**src/rtl/seg_scan_decoder.sv**
```systemverilog
// Recovers BCD digits from a multiplexed seven-segment bus: each digit slot is
// registered, qualified for stability, decoded and latched into a packed register.
module seg_scan_decoder #(
    parameter int DIGITS = 4,
    parameter int STABLE = 3
) (
    input  logic                clk,
    input  logic                rst,
    input  logic [6:0]          seg_in,
    input  logic [DIGITS-1:0]   dig_en,
    output logic [4*DIGITS-1:0] bcd_out,
    output logic [DIGITS-1:0]   digit_err,
    output logic                frame_valid
);
    localparam logic [3:0] STABLE_L = 4'(STABLE);

    logic [6:0]          r_s_seg;
    logic [DIGITS-1:0]   r_s_dig;
    logic [6:0]          r_prev_seg;
    logic [DIGITS-1:0]   r_prev_dig;
    logic [3:0]          r_run;
    logic                r_lock;
    logic [DIGITS-1:0]   r_seen;
    logic [4*DIGITS-1:0] r_bcd;
    logic [DIGITS-1:0]   r_err;
    logic                r_frame;

    logic                w_onehot;
    logic                w_same;
    logic                w_lock_base;
    logic                w_commit;
    logic [3:0]          w_run_nxt;
    logic [3:0]          w_nib;
    logic                w_bad;
    logic [DIGITS-1:0]   w_seen_nxt;

    // Commit fires on the edge where the run count becomes STABLE, so a window
    // held from before edge 1 lands its nibble at edge STABLE+1.
    always_comb begin
        w_onehot    = $onehot(r_s_dig);
        w_same      = (r_run != 4'd0) && (r_s_seg == r_prev_seg) && (r_s_dig == r_prev_dig);
        w_run_nxt   = 4'd0;
        w_lock_base = 1'b0;
        w_commit    = 1'b0;
        if (w_onehot) begin
            if (w_same) begin
                w_run_nxt   = (r_run >= STABLE_L) ? STABLE_L : r_run + 4'd1;
                w_lock_base = r_lock;
            end else begin
                w_run_nxt   = 4'd1;
            end
            w_commit = (w_run_nxt == STABLE_L) && !w_lock_base;
        end
        w_seen_nxt = r_seen | r_s_dig;
    end

    always_comb begin
        w_nib = 4'hF;
        w_bad = 1'b0;
        case (r_s_seg)
            7'h7E:   w_nib = 4'd0;
            7'h30:   w_nib = 4'd1;
            7'h6D:   w_nib = 4'd2;
            7'h79:   w_nib = 4'd3;
            7'h33:   w_nib = 4'd4;
            7'h5B:   w_nib = 4'd5;
            7'h5F:   w_nib = 4'd6;
            7'h70:   w_nib = 4'd7;
            7'h7F:   w_nib = 4'd8;
            7'h7B:   w_nib = 4'd9;
            7'h00:   w_nib = 4'hA;
            default: begin
                w_nib = 4'hF;
                w_bad = 1'b1;
            end
        endcase
    end

    always_ff @(posedge clk) begin
        if (rst) begin
            r_s_seg    <= '0;
            r_s_dig    <= '0;
            r_prev_seg <= '0;
            r_prev_dig <= '0;
            r_run      <= '0;
            r_lock     <= 1'b0;
            r_seen     <= '0;
            r_bcd      <= '0;
            r_err      <= '0;
            r_frame    <= 1'b0;
        end else begin
            r_s_seg <= seg_in;
            r_s_dig <= dig_en;
            r_frame <= 1'b0;
            r_run   <= w_run_nxt;
            r_lock  <= w_lock_base | w_commit;
            if (w_onehot) begin
                r_prev_seg <= r_s_seg;
                r_prev_dig <= r_s_dig;
            end
            if (w_commit) begin
                for (int i = 0; i < DIGITS; i++) begin
                    if (r_s_dig[i]) begin
                        r_bcd[4*i +: 4] <= w_nib;
                        r_err[i]        <= w_bad;
                    end
                end
                // Completing the mask pulses the frame and opens the next one on the same edge.
                if (&w_seen_nxt) begin
                    r_frame <= 1'b1;
                    r_seen  <= '0;
                end else begin
                    r_seen  <= w_seen_nxt;
                end
            end
        end
    end

    assign bcd_out     = r_bcd;
    assign digit_err   = r_err;
    assign frame_valid = r_frame;
endmodule

```
**config.mk**
```make
export PLATFORM = sky130hd
export DESIGN_NAME = seg_scan_decoder
export DESIGN_NICKNAME = d
export VERILOG_FILES = /design/src/rtl/seg_scan_decoder.sv
export SDC_FILE = /design/constraint.sdc
export NUM_CORES = 1
export LEC_CHECK = 0
export ABC_AREA = 1
export CAP_MARGIN = 10
export CELL_PAD_IN_SITES_DETAIL_PLACEMENT = 0
export CELL_PAD_IN_SITES_GLOBAL_PLACEMENT = 1
export CORE_ASPECT_RATIO = 0.9
export CORE_MARGIN = 2
export CORE_UTILIZATION = 44
export DETAILED_ROUTE_END_ITERATION = 8
export DONT_BUFFER_PORTS = 1
export PLACE_DENSITY_LB_ADDON = 0.05
export SLEW_MARGIN = 5
export SYNTH_ARGS = -nofsm -noshare
export SYNTH_HDL_FRONTEND = slang
export SYNTH_SLANG_ARGS = --single-unit
export TNS_END_PERCENT = 5
```
**constraint.sdc**
```tcl
create_clock -name clk -period 3.4 [get_ports clk]
set_input_delay 0.68 -clock clk [delete_from_list [all_inputs] [get_ports clk]]
set_output_delay 0.68 -clock clk [all_outputs]
set_load 0.05 [all_outputs]
```
==> reports/results.ini <==
[worst_setup_path]
cp-end-kind = flip-flop
reg2reg_slack_ns = 0.70
path_class = flip-flop to flip-flop
r2r-end = r_seen[0]
worstPathArrival_ns = 2.90
path_max_fanout = 45
timing.rr.start = r_s_dig[0]
r2r_cells = 11
worstPathRequired_ns = 3.60
worst_setup_path_start_kind = flip-flop

[timing]
tightest_slew_ns = 0.946
rsz0062_at_grt = no
worst_clock_skew_ns = 0.00537
final.min_clock_period_ns = 2.70
clock.fmax_mhz = 370
finalHoldViolations = 0
tns_ns = 0
fin_crit_sh = 0.795
setup_ws_ns = 0.697
worst_hold_slack_ns = 0.431
report.final.slew_viol_count = 0
slew-limit-headroom = 0.368
final-setup-viol-count = 0

[clock_network]
htreeDepth = 2
clk_pin_slew_ns = 0.10
holdBufCountCts = 0
clockBufferDepth = 2
cts_setup_buffers = 0
cts_resized = 0
cts_tree = yes
worstSkewPairLatency_ns = 0.30
clock-sinks = 52
cts_root_buffer = clkbuf_8
cts-buffers-inserted = 5

[layout]
multi_input_area_um2 = 1110
area_growth_syn_to_layout_pct = 6.60
seq_area_um2 = 1040
fill_cells = 542
utilization = 0.489
antenna_cells = 0
final_nets = 360
drive_above_1_share = 0.0904
fin_area_um2 = 2570

[global_routing]
grt_use_total = 0.182
grt_pass1_vias = 1816
antenna_found_initial = 0
grt_max_degree = 46
grt_overflow = 0
grt_pass1_wl_um = 8420

[power]
p_leak_nw = 1.17
ir_worst_vdd_v = 0.000242
power_density_nw_per_um2 = 504

[synthesis]
ys_seq_area_frac = 0.432
syn_area_um2 = 2410
synth_compound_area_frac = 0.119
ys_ff_latch = 52
ys_warn_count = 0
synth.distinct_cells = 27
yosys.area_share.simple = 0.306
synthAdderAreaFrac = 0.0291
synth_xor_area_frac = 0
syn_inst = 344
synth_area_per_cell_um2 = 7.00
synth_top_family_by_area = simple AND/OR/NAND/NOR gates
synthMuxAreaShare = 0

[routing]
wire_per_inst_um = 11.9
drc_errors = 0
ant_nets = 0
drt_iter0_drc = 114
drt-total-wl_um = 4880
dr_total_vias = 1987
drt_first_pass_iters = 4
vias_per_cell = 4.85

[floorplan]
core_area_um2 = 5260
ios = 34
start_util = 0.458
dieArea_um2 = 6080
rows = 25
dieHeight_um = 74.2
dieWidth_um = 82.0

[placed_design]
place_ws_ns = 0.685
place_hpwl_um = 3370
place_congestion = 0.884
port_buffers = 0
dpl_cell_area_um2 = 2450

[min_path]
min_to = r_s_dig[2]
holdCritStartpoint = rst
hold_depth = 1
hold_path_class = input pin to flip-flop

[flow_run]
drv_cap = 0

[status]
outcome = completed

==> kinds of logic (layout without fill, tap and decap cells) <==
logic type | after synthesis | count (layout)
AND/OR/NAND/NOR | 169 | 169
buffers and inverters | 63 | 61
AO/OA/AOI/OAI | 54 | 54
flip-flops | 52 | 52
adder cells (fa/ha/maj) | 5 | 5
other | 1 | 2
==> Yosys cell counts, drive strengths merged <==
| cell type | n | share of area |
|---|---|---|
| inv | 49 | 0.076 |
| buf | 8 | 0.026 |
| a21oi | 39 | 0.087 |
| dfxtp | 52 | 0.43 |
| ha | 4 | 0.021 |
| nor3 | 5 | 0.010 |
| conb | 1 | 0.0016 |
| nand4 | 5 | 0.019 |
| nor4 | 1 | 0.0026 |
| nand3 | 25 | 0.052 |
| o31ai | 1 | 0.0031 |
| o21ai | 14 | 0.029 |
| nor3b | 1 | 0.0031 |
| nor2 | 58 | 0.10 |
| fa | 1 | 0.0083 |
| clkbuf | 6 | 0.0093 |
| or2 | 1 | 0.0026 |
| nand2 | 73 | 0.11 |
==> layout make-up <==
cell class	instances	share of cell area
multi-input combinational	230	0.431
sequential	52	0.405
inverter	49	0.0716
tap	67	0.0327
clock buffer	6	0.0322
clock inverter	2	0.0151
timing repair buffer	4	0.0117
==> worst max-delay path by stage <==
| stage | endpoint | slack (ns) | cells past startpoint | from |
|---|---|---|---|---|
| after detailed placement | r_seen[0] | 0.68 | 11 | r_s_dig[0] |
| after global routing | r_seen[0] | 0.48 | 11 | r_s_dig[0] |
| final | r_seen[0] | 0.70 | 11 | r_s_dig[0] |
| after global placement | r_seen[1] | 0.73 | 11 | r_s_dig[0] |
| after floorplan | bcd_out[4] | 0.80 | 12 | r_s_dig[0] |
| after CTS | r_seen[0] | 0.67 | 11 | r_s_dig[0] |
==> power breakdown <==
| group | leakage, nW | switching, mW | total [mW] | internal (mW) |
|---|---|---|---|---|
| registers | 0.425 | 0.0304 | 0.673 | 0.642 |
| clock network | 0.0614 | 0.207 | 0.448 | 0.241 |
| logic | 0.683 | 0.115 | 0.174 | 0.0584 |
| total | 1.17 | 0.353 | 1.29 | 0.942 |
==> state kept, by name, summed over array words and instances, names as in the netlist <==
signal / flops
bcd_out: 16
digit_err: 4
frame_valid: 1
r_lock: 1
r_prev_dig: 4
r_prev_seg: 7
r_run: 4
r_s_dig: 4
r_s_seg: 7
r_seen: 4
==> placed cells by master, fill, tap and decap left out, drive strengths merged <==
cell type / n
clkinv: 1
dfxtp: 52
a21oi: 39
nand4: 5
o31ai: 1
ha: 4
buf: 4
bufinv: 1
inv: 49
o21ai: 14
clkbuf: 6
nor3: 5
nand2: 73
conb: 2
nor4: 1
or2: 1
nor2: 58
nor3b: 1
fa: 1
nand3: 25
==> metrics by stage <==
step	power [mW]	cells
2_1_floorplan	0.822	345
3_3_place_gp	0.859	402
3_5_place_dp	0.862	402
4_1_cts	1.31	410
5_1_grt	1.38	410
6_report	1.29	410
==> worst max-delay path, stage by stage (launching register included) <==
cell	delay, ns
dfxtp_1	0.34
inv_1	0.08
fa_1	0.53
inv_1	0.04
ha_1	0.18
ha_1	0.28
nor3_2	0.23
nand2_2	0.12
nor2_8	0.46
nand2_1	0.13
nand2_1	0.15
nor2_1	0.08
==> per-layer routing <==
layer	GRT usage	part of all wire	vias up
met5	0	0	-
met4	0.0556	0.0039	0
met3	0.0376	0.035	2
met2	0.278	0.45	36
met1	0.259	0.51	874
li1	-	-	1075
Note: power is estimated with default switching activity, not from simulation.
